File: config.mk
export PLATFORM = sky130hd
export DESIGN_NAME = arp_wave_gen_flat
export DESIGN_NICKNAME = d
export VERILOG_FILES = /design/src/rtl/arp_pkg.sv /design/src/rtl/arp_wave_gen_if.sv /design/src/rtl/tone_divider.sv /design/src/rtl/arp_wave_gen.sv /design/src/flat_wrapper.sv
export SDC_FILE = /design/constraint.sdc
export NUM_CORES = 1
export LEC_CHECK = 0
export ABC_AREA = 1
export CAP_MARGIN = 20
export CORE_ASPECT_RATIO = 1.5
export CORE_MARGIN = 3
export CORE_UTILIZATION = 45
export CTS_CLUSTER_DIAMETER = 200
export DETAILED_ROUTE_END_ITERATION = 10
export HOLD_SLACK_MARGIN = 0.08
export PLACE_DENSITY = 0.68
export SETUP_SLACK_MARGIN = 0.15
export SKIP_CTS_REPAIR_TIMING = 1
export SLEW_MARGIN = 10
export SYNTH_ARGS = -nofsm -noshare
export SYNTH_HDL_FRONTEND = slang
export SYNTH_SLANG_ARGS = --single-unit
File: constraint.sdc
create_clock -name CLK100MHZ -period 14.3 [get_ports CLK100MHZ]
set_input_delay 2.86 -clock CLK100MHZ [delete_from_list [all_inputs] [get_ports CLK100MHZ]]
set_output_delay 2.86 -clock CLK100MHZ [all_outputs]
set_load 0.01 [all_outputs]
File: src/rtl/arp_pkg.sv
// Shared types and constants for the arpeggiated wavetable tone generator.
package arp_pkg;

    localparam int unsigned NUM_NOTES = 4;

    typedef logic [1:0] note_t;

    typedef enum logic [1:0] {
        MODE_UP   = 2'b00,
        MODE_DOWN = 2'b01,
        MODE_PP   = 2'b10,
        MODE_HOLD = 2'b11
    } mode_e;

    typedef enum logic {
        DirUp   = 1'b0,
        DirDown = 1'b1
    } dir_e;

    // Chord ratios in 1/256 units: root, major third, fifth, octave (divider shrinks as pitch rises).
    localparam logic [8:0] MULT [NUM_NOTES] = '{9'd256, 9'd203, 9'd171, 9'd128};

endpackage

File: src/rtl/arp_wave_gen_if.sv
// Wavetable BRAM read port: registered address out, data back after the BRAM latency.
interface arp_wave_gen_if #(
    parameter int unsigned ADDR_W = 8,
    parameter int unsigned DATA_W = 11
);

    logic [ADDR_W-1:0] mem_addr;
    logic [DATA_W-1:0] mem_data;

    modport master (output mem_addr, input mem_data);
    modport slave  (input mem_addr, output mem_data);

endinterface

File: src/rtl/tone_divider.sv
// Free-running tone divider: advances the wavetable address every limit+1 clocks.
module tone_divider #(
    parameter int unsigned DIV_W  = 13,
    parameter int unsigned ADDR_W = 8
) (
    input  logic              clk,
    input  logic              rst_n,
    input  logic [DIV_W-1:0]  limit,
    output logic [ADDR_W-1:0] addr,
    output logic              adv
);

    logic [DIV_W-1:0]  cnt_q;
    logic [ADDR_W-1:0] addr_q;
    logic              adv_q;

    // >= rather than == so a limit that drops below cnt still wraps promptly.
    always_ff @(posedge clk or negedge rst_n) begin
        if (!rst_n) begin
            cnt_q  <= '0;
            addr_q <= '0;
            adv_q  <= 1'b0;
        end else if (cnt_q >= limit) begin
            cnt_q  <= '0;
            addr_q <= addr_q + ADDR_W'(1);
            adv_q  <= 1'b1;
        end else begin
            cnt_q  <= cnt_q + DIV_W'(1);
            adv_q  <= 1'b0;
        end
    end

    assign addr = addr_q;
    assign adv  = adv_q;

endmodule

File: src/rtl/arp_wave_gen.sv
// Wavetable tone generator with a 4-note chord arpeggiator driving the divider limit.
module arp_wave_gen
    import arp_pkg::*;
#(
    parameter int unsigned DATA_W      = 11,
    parameter int unsigned ADDR_W      = 8,
    parameter int unsigned DIV_W       = 13,
    parameter int unsigned SW_W        = 8,
    parameter int unsigned BASE_DIV    = 746,
    parameter int unsigned STEP_CYCLES = 50000000,
    parameter int unsigned MEM_LAT     = 1
) (
    input  logic              CLK100MHZ,
    input  logic              CPU_RESETN,
    input  logic [SW_W-1:0]   sw,
    input  logic              arp_toggle,
    input  logic [1:0]        mode,
    arp_wave_gen_if.master    mem,
    output logic [DATA_W-1:0] sample_out,
    output logic              sample_strobe,
    output note_t             note,
    output logic              arp_en
);

    localparam int unsigned StepW = (STEP_CYCLES > 1) ? $clog2(STEP_CYCLES) : 1;
    localparam logic [StepW-1:0] StepLast = StepW'(STEP_CYCLES - 1);

    if (BASE_DIV + (2 ** SW_W) - 1 >= (2 ** DIV_W)) begin : g_base_chk
        $error("BASE_DIV + 2**SW_W - 1 does not fit in DIV_W bits");
    end

    logic [DIV_W-1:0]   base;
    logic [DIV_W+8:0]   prod;
    logic [DIV_W-1:0]   limit;
    logic [ADDR_W-1:0]  div_addr;
    logic               adv;

    logic               arp_en_q;
    note_t              note_q;
    dir_e               dir_q;
    logic [StepW-1:0]   step_q;
    logic [MEM_LAT:0]   strobe_sr_q;
    logic [DATA_W-1:0]  sample_q;

    assign base  = DIV_W'(BASE_DIV) + DIV_W'(sw);
    assign prod  = (DIV_W + 9)'(base) * (DIV_W + 9)'(MULT[note_q]);
    assign limit = DIV_W'(prod >> 8);

    tone_divider #(
        .DIV_W  (DIV_W),
        .ADDR_W (ADDR_W)
    ) u_div (
        .clk   (CLK100MHZ),
        .rst_n (CPU_RESETN),
        .limit (limit),
        .addr  (div_addr),
        .adv   (adv)
    );

    assign mem.mem_addr = div_addr;

    // A toggle takes priority over a coincident step tick, which is simply lost.
    always_ff @(posedge CLK100MHZ or negedge CPU_RESETN) begin
        if (!CPU_RESETN) begin
            arp_en_q <= 1'b0;
            note_q   <= '0;
            dir_q    <= DirUp;
            step_q   <= '0;
        end else if (arp_toggle) begin
            arp_en_q <= ~arp_en_q;
            step_q   <= '0;
            note_q   <= '0;
            if (!arp_en_q) dir_q <= DirUp;
        end else if (!arp_en_q) begin
            step_q <= '0;
            note_q <= '0;
        end else if (step_q != StepLast) begin
            step_q <= step_q + StepW'(1);
        end else begin
            step_q <= '0;
            unique case (mode_e'(mode))
                MODE_UP:   note_q <= note_q + 2'd1;
                MODE_DOWN: note_q <= note_q - 2'd1;
                MODE_PP: begin
                    if (note_q == 2'd3) begin
                        note_q <= 2'd2;
                        dir_q  <= DirDown;
                    end else if (note_q == 2'd0) begin
                        note_q <= 2'd1;
                        dir_q  <= DirUp;
                    end else begin
                        note_q <= (dir_q == DirUp) ? note_q + 2'd1 : note_q - 2'd1;
                    end
                end
                MODE_HOLD: note_q <= note_q;
            endcase
        end
    end

    // Strobe lines up with the BRAM latency plus the sample_out register.
    always_ff @(posedge CLK100MHZ or negedge CPU_RESETN) begin
        if (!CPU_RESETN) begin
            strobe_sr_q <= '0;
            sample_q    <= '0;
        end else begin
            strobe_sr_q <= (strobe_sr_q << 1) | (MEM_LAT + 1)'(adv);
            sample_q    <= mem.mem_data;
        end
    end

    assign sample_out    = sample_q;
    assign sample_strobe = strobe_sr_q[MEM_LAT];
    assign note          = note_q;
    assign arp_en        = arp_en_q;

endmodule

File: src/flat_wrapper.sv
// flat-port wrapper written by rule: the top's interface ports become plain ports
module arp_wave_gen_flat import arp_pkg::*;
#(
    parameter int unsigned DATA_W      = 11,
    parameter int unsigned ADDR_W      = 8,
    parameter int unsigned DIV_W       = 13,
    parameter int unsigned SW_W        = 8,
    parameter int unsigned BASE_DIV    = 746,
    parameter int unsigned STEP_CYCLES = 50000000,
    parameter int unsigned MEM_LAT     = 1
)
  (CLK100MHZ, CPU_RESETN, sw, arp_toggle, mode, sample_out, sample_strobe, note, arp_en, mem_mem_addr, mem_mem_data);
  arp_wave_gen_if #(.ADDR_W(ADDR_W), .DATA_W(DATA_W)) mem_i ();
  input  logic CLK100MHZ;
  input  logic CPU_RESETN;
  input  logic [SW_W-1:0] sw;
  input  logic arp_toggle;
  input  logic [1:0] mode;
  output logic [DATA_W-1:0] sample_out;
  output logic sample_strobe;
  output note_t note;
  output logic arp_en;
  output wire logic [$bits(mem_i.mem_addr)-1:0] mem_mem_addr;
  input wire logic [$bits(mem_i.mem_data)-1:0] mem_mem_data;
  assign mem_mem_addr = mem_i.mem_addr;
  assign mem_i.mem_data = mem_mem_data;
  arp_wave_gen #(.DATA_W(DATA_W), .ADDR_W(ADDR_W), .DIV_W(DIV_W), .SW_W(SW_W), .BASE_DIV(BASE_DIV), .STEP_CYCLES(STEP_CYCLES), .MEM_LAT(MEM_LAT)) u_core (.CLK100MHZ(CLK100MHZ), .CPU_RESETN(CPU_RESETN), .sw(sw), .arp_toggle(arp_toggle), .mode(mode), .mem(mem_i), .sample_out(sample_out), .sample_strobe(sample_strobe), .note(note), .arp_en(arp_en));
endmodule
* Word level (Yosys, flattened, before mapping) *
Cells that the tools add are included.

storage, ports and cells
  bits in registers = 65
  latch bits = 0
  memory bits (writable) = 0
  ROM bits = 0
  output and inout bits = 23
  word-level logic and storage cells = 59
  memories kept = 0

cells by class
  add/subtract/negate cells = 6
  $mul = 1
  div/mod/pow operators = 0
  magnitude comparators = 2
  eq/ne operators = 9
  shifts and indexed selects = 0
  muxes and demuxes = 22
  bitwise operators = 3
  reductions and logical operators = 7

operators with widths
  operator                                                   number
  2-to-1 mux 26 bit                                          3
  adder 26 x 1 -> 26 bit (second input constant)             1
  inequality test 26 bit (second input constant)             1
  multiplier 13 x 9 -> 21 bit                                1
  binary-select mux 9 bit (select 2 bit)                     1
  2-to-1 mux 9 bit                                           2
  adder 13 x 1 -> 13 bit (second input constant)             1
  greater-or-equal comparator 13 bit                         1
  2-to-1 mux 13 bit                                          1
  2-to-1 mux 2 bit                                           6
  adder 10 x 8 -> 11 bit (first input constant)              1
  adder 8 x 1 -> 8 bit (second input constant)               1
  2-to-1 mux 1 bit                                           8
  == test 2 bit (second input constant)                      3
  inequality test 3 bit (second input constant)              2
  case mux 2 bit (3 select lines)                            1
  AND reduction 5 bit                                        1
  logical NOT 2 bit                                          2
  inequality test 2 bit (second input constant)              2
  nonzero test 2 bit                                         2
  greater-or-equal comparator 3 bit (second input constant)  1
  NOT 2 -> 3 bit                                             1
  nonzero test 3 bit                                         1
  adder 2 x 1 -> 2 bit (second input constant)               1
  5 further kinds                                            5

* Longest topological paths before layout *
  depth after elaboration = 8
  gate-level depth with buffers = 36
  gate-level depth less buffers = 35

* By module *
From an unflattened synthesis, not the netlist that was laid out.

second synthesis, totals
  cell total of the unflattened synthesis = 840
  area total of the unflattened synthesis = 6401.1 sq um

by module, submodules not included
  module        instances  cells each  area each (sq um)  sequential area each (sq um)
  arp_wave_gen  1          657         4869.7             1076.0
  tone_divider  1          183         1531.5             550.5

* Least setup slack after synthesis *
OpenSTA, ideal clock, no wires.

  path type = in2reg
  start point = input sw[1]
  end point = register u_core.u_div.cnt_q[11]
  library setup time = 0.117 ns
  data arrival time = 7.715 ns
  data required time = 14.183 ns
  slack = 6.468 ns
  stages = 29
  buffers on the path = 1
  cell sequence = ha_1 o21ai_2 nand3_1 xor2_1 nor2_1 fa_1 fa_1 inv_1 fa_1 inv_1 ha_1 ha_1 nand2_1 inv_1 a21oi_1 nor2_1 nor2_1 nand2_1 nand2_1 nand2_1 ha_1 nand2_1 nor2_1 nand4_1 nor2_1 nor2_4 nand2_4 buf_4 nor2_1

between the ends
  word-level cells in the longest chain between the ends = 4

ends and longest elaborated chain
  item                                line                text
  start: declaration                  flat_wrapper.sv:16  input logic [SW_W-1:0] sw;
  adder 10 x 8 -> 11 bit              arp_wave_gen.sv:45  assign base = DIV_W'(BASE_DIV) + DIV_W'(sw);
  multiplier 13 x 9 -> 21 bit         arp_wave_gen.sv:46  assign prod = (DIV_W + 9)'(base) * (DIV_W + 9)'(MULT[note_q]);
  greater-or-equal comparator 13 bit  tone_divider.sv:23  end else if (cnt_q >= limit) begin
  2-to-1 mux 13 bit                   tone_divider.sv:23
  end signal: assignment              tone_divider.sv:28  cnt_q <= cnt_q + DIV_W'(1);
  end: declaration                    tone_divider.sv:13  logic [DIV_W-1:0] cnt_q;

Every way passes these cells.
A chain may end at the register's enable or synchronous reset.

* Final worst setup path *
  start point = input sw[1]
  end point = register u_core.u_div.addr_q[6] (netlist: u_core.u_div.addr[6])

between the ends
  word-level cells in the longest chain between the ends = 3

ends and longest elaborated chain
  item                                line                text
  adder 10 x 8 -> 11 bit              arp_wave_gen.sv:45
  multiplier 13 x 9 -> 21 bit         arp_wave_gen.sv:46
  greater-or-equal comparator 13 bit  tone_divider.sv:23
  end signal: assignment              tone_divider.sv:25  addr_q <= addr_q + ADDR_W'(1);
  end: declaration                    tone_divider.sv:14  logic [ADDR_W-1:0] addr_q;

Every way passes these cells.

==> reports/metrics.csv <==
metric,value,unit
period_share,0.601,
rows,52,
p_leak,3.78,nW
drc,0,
start_kind,input port,
antenna_cells,0,
grt_pass1_wl,23.2,mm
regToRegEndpoint,u_core.u_div.addr[6],
drt_wl_total,13.4,mm
vias,5206,
placedInstanceArea,6900,um^2
tns,0,ns
place.gp.congestion,0.931,
syn_inst,840,
powerDensity,112,nW/um^2
synth.cell_area,6280,um^2
areaGrowthSynthToFinish,14.6,%
start_util,0.462,
cts.clk_slew.worst_paths,0.06,ns
wl_per_cell,12.6,um
synth_fp_nets,972,
hold_viol_final,0,
slew_violations,0,
synth_top_area_frac,0.259,
hpwl,10.9,mm
critical_path_required,14.58,ns
via_per_inst,4.92,
min_to,u_core.strobe_sr_q[0],
fin_nets,1023,
reg2reg_depth,29,
cts_tree,built,
post-route-cell-area,7200,um^2
grt_remaining_overflow,0,
antenna_found_initial,0,
critPathKind,input port to flip-flop,
clock_sinks,65,
r2r-start,u_core.note[0],
grt_max_degree,66,
rsz0062_at_grt,no,
finalClockSkew,0.00576,ns
synth_common_cells,"nand2_1, inv_1, nor2_1",
drv_cap,0,
worstPathArrival,8.87,ns
slew_headroom,0.452,
critPathSlowestCell,fa_1,
ios,47,
die_h,151,um
dieArea,15400,um^2
hold_path_depth,0,
dr.pass1.iters,4,
syn_avg_cell_area,7.48,um^2
ys_ff_latch,65,
yosysMostFrequentCell,nand2_1,
ys_async_sr_fraction,1.00,
endpoint_kind,flip-flop,
n_fill_cell,1330,
synth_edf_count,0,
fmaxAchievable,0.116,GHz
synth-seq-area-share,0.259,
synthTopCellsByArea,"dfrtp_1, ha_1, nand2_1, fa_1, inv_1",
yosys.area.top_type,dfrtp_1,
cts-htree-levels,3,
cts-root-buf,clkbuf_16,
critPathMaxStageDelay,0.55,ns
drive_gt1_frac,0.0480,
clockBufferDepth,2,
io_buffers,46,
setup_viol,0,
status,"complete, no violations",
first_global_vias,5246,
grtUsageTotal,0.188,
hp-start,u_core.u_div.adv,
tightest_slew,0.822,ns
worst_skew_pair.late_latency,0.33,ns
yosys_most_used_dff,dfrtp_1,
worst-path-max-fanout,22,
layout_min_cycle_time,8.60,ns
drt_iter0_drc,215,
yosys_warnings,0,
vdd_ir_drop_max,0.100,mV
die_w,102,um
cts_buffers,9,
ant_nets,0,
core-area,13600,um^2
ys_types,38,
r2r_setup_slack,8.16,ns
hold_path.class,flip-flop to flip-flop,
crit_path_frequent_cell,nand2_1,
==> logic make-up after synthesis <==
family          synth area share
xor+xnor                  0.0500
simple gates               0.296
compound gates            0.0432
flops                      0.259
buf+inv                   0.0948
fa+ha+maj                  0.257
==> worst max path at each step <==
stage / start / to / slack [ns] / depth (start not counted)
after floorplan: sw[1] / u_core.u_div.cnt_q[11] / 6.47 / 29
after global placement: sw[1] / u_core.u_div.cnt_q[11] / 5.49 / 29
after detailed placement: sw[1] / u_core.u_div.addr[2] / 5.40 / 30
after CTS: sw[1] / u_core.u_div.addr[6] / 5.72 / 30
after global routing: sw[1] / u_core.u_div.addr[1] / 5.20 / 30
final: sw[1] / u_core.u_div.addr[6] / 5.70 / 30
==> layer usage <==
| metal | global-route usage | vias up | share of wire |
|---|---|---|---|
| met5 | 0 | - | 0 |
| met4 | 0.0676 | 0 | 0.023 |
| met3 | 0.0315 | 24 | 0.036 |
| met2 | 0.339 | 95 | 0.53 |
| met1 | 0.220 | 2382 | 0.41 |
| li1 | - | 2705 | - |
==> critical path, delay by kind of cell <==
kind	cells	cell delay [ns]
xor+xnor	1	0.43
fa+ha+maj	7	2.78
compound gates	3	0.50
buf+inv	4	0.73
simple gates	15	1.59
==> placed cells by master (no fill, tap or decap), types with 2 or more instances in the layout <==
cell type        count
a21o_1               4
a21oi_1             19
clkbuf_16            9
clkdlybuf4s50_1     45
clkinv_1             2
clkinvlp_4           3
dfrtp_1             65
fa_1                35
ha_1                73
inv_1              143
inv_6                2
nand2_1            200
nand2_2              5
nand3_1             49
nand3b_1             2
nand4_1             13
nor2_1             134
nor2_2               4
nor2_4               5
nor3_1              12
o21ai_0             13
o21ai_1              2
o21bai_1             4
or2_2                3
xnor2_1              7
xor2_1              27
==> registers in the layout, summed over array words and instances (netlist names) <==
name,count
u_core.arp_en,1
u_core.dir_q,1
u_core.note,2
u_core.sample_out,11
u_core.step_q,26
u_core.strobe_sr_q,2
u_core.u_div.addr,8
u_core.u_div.adv,1
u_core.u_div.cnt_q,13
==> layout make-up <==
class                      count  area [um^2]  share of cell area
multi-input combinational    623         4060               0.564
sequential                    65         1630               0.226
inverter                     145          544              0.0756
timing repair buffer          47          463              0.0643
clock buffer                   9          225              0.0313
tap                          162          203              0.0281
clock inverter                 7         78.8              0.0109
==> per-stage QoR <==
| step | setup WS (ns) | total power [mW] | instances | util | hold WS (ns) |
|---|---|---|---|---|---|
| floorplan | 6.47 | 0.491 | 840 | - | 0.331 |
| global route | 5.20 | 0.884 | 1058 | 0.530 | 0.375 |
| detailed placement | 5.40 | 0.589 | 1042 | 0.507 | 0.338 |
| CTS | 5.72 | 0.816 | 1058 | 0.530 | 0.360 |
| global placement | 5.49 | 0.586 | 1042 | 0.507 | 0.334 |
| finish | 5.70 | 0.804 | 1058 | 0.530 | 0.354 |
==> report_power, final <==
| part | internal (mW) | switching (mW) | total [mW] |
|---|---|---|---|
| sequential | 0.202 | 0.0197 | 0.221 |
| combinational | 0.140 | 0.221 | 0.361 |
| clock | 0.136 | 0.0857 | 0.222 |
(Power assumes the default switching activity.)
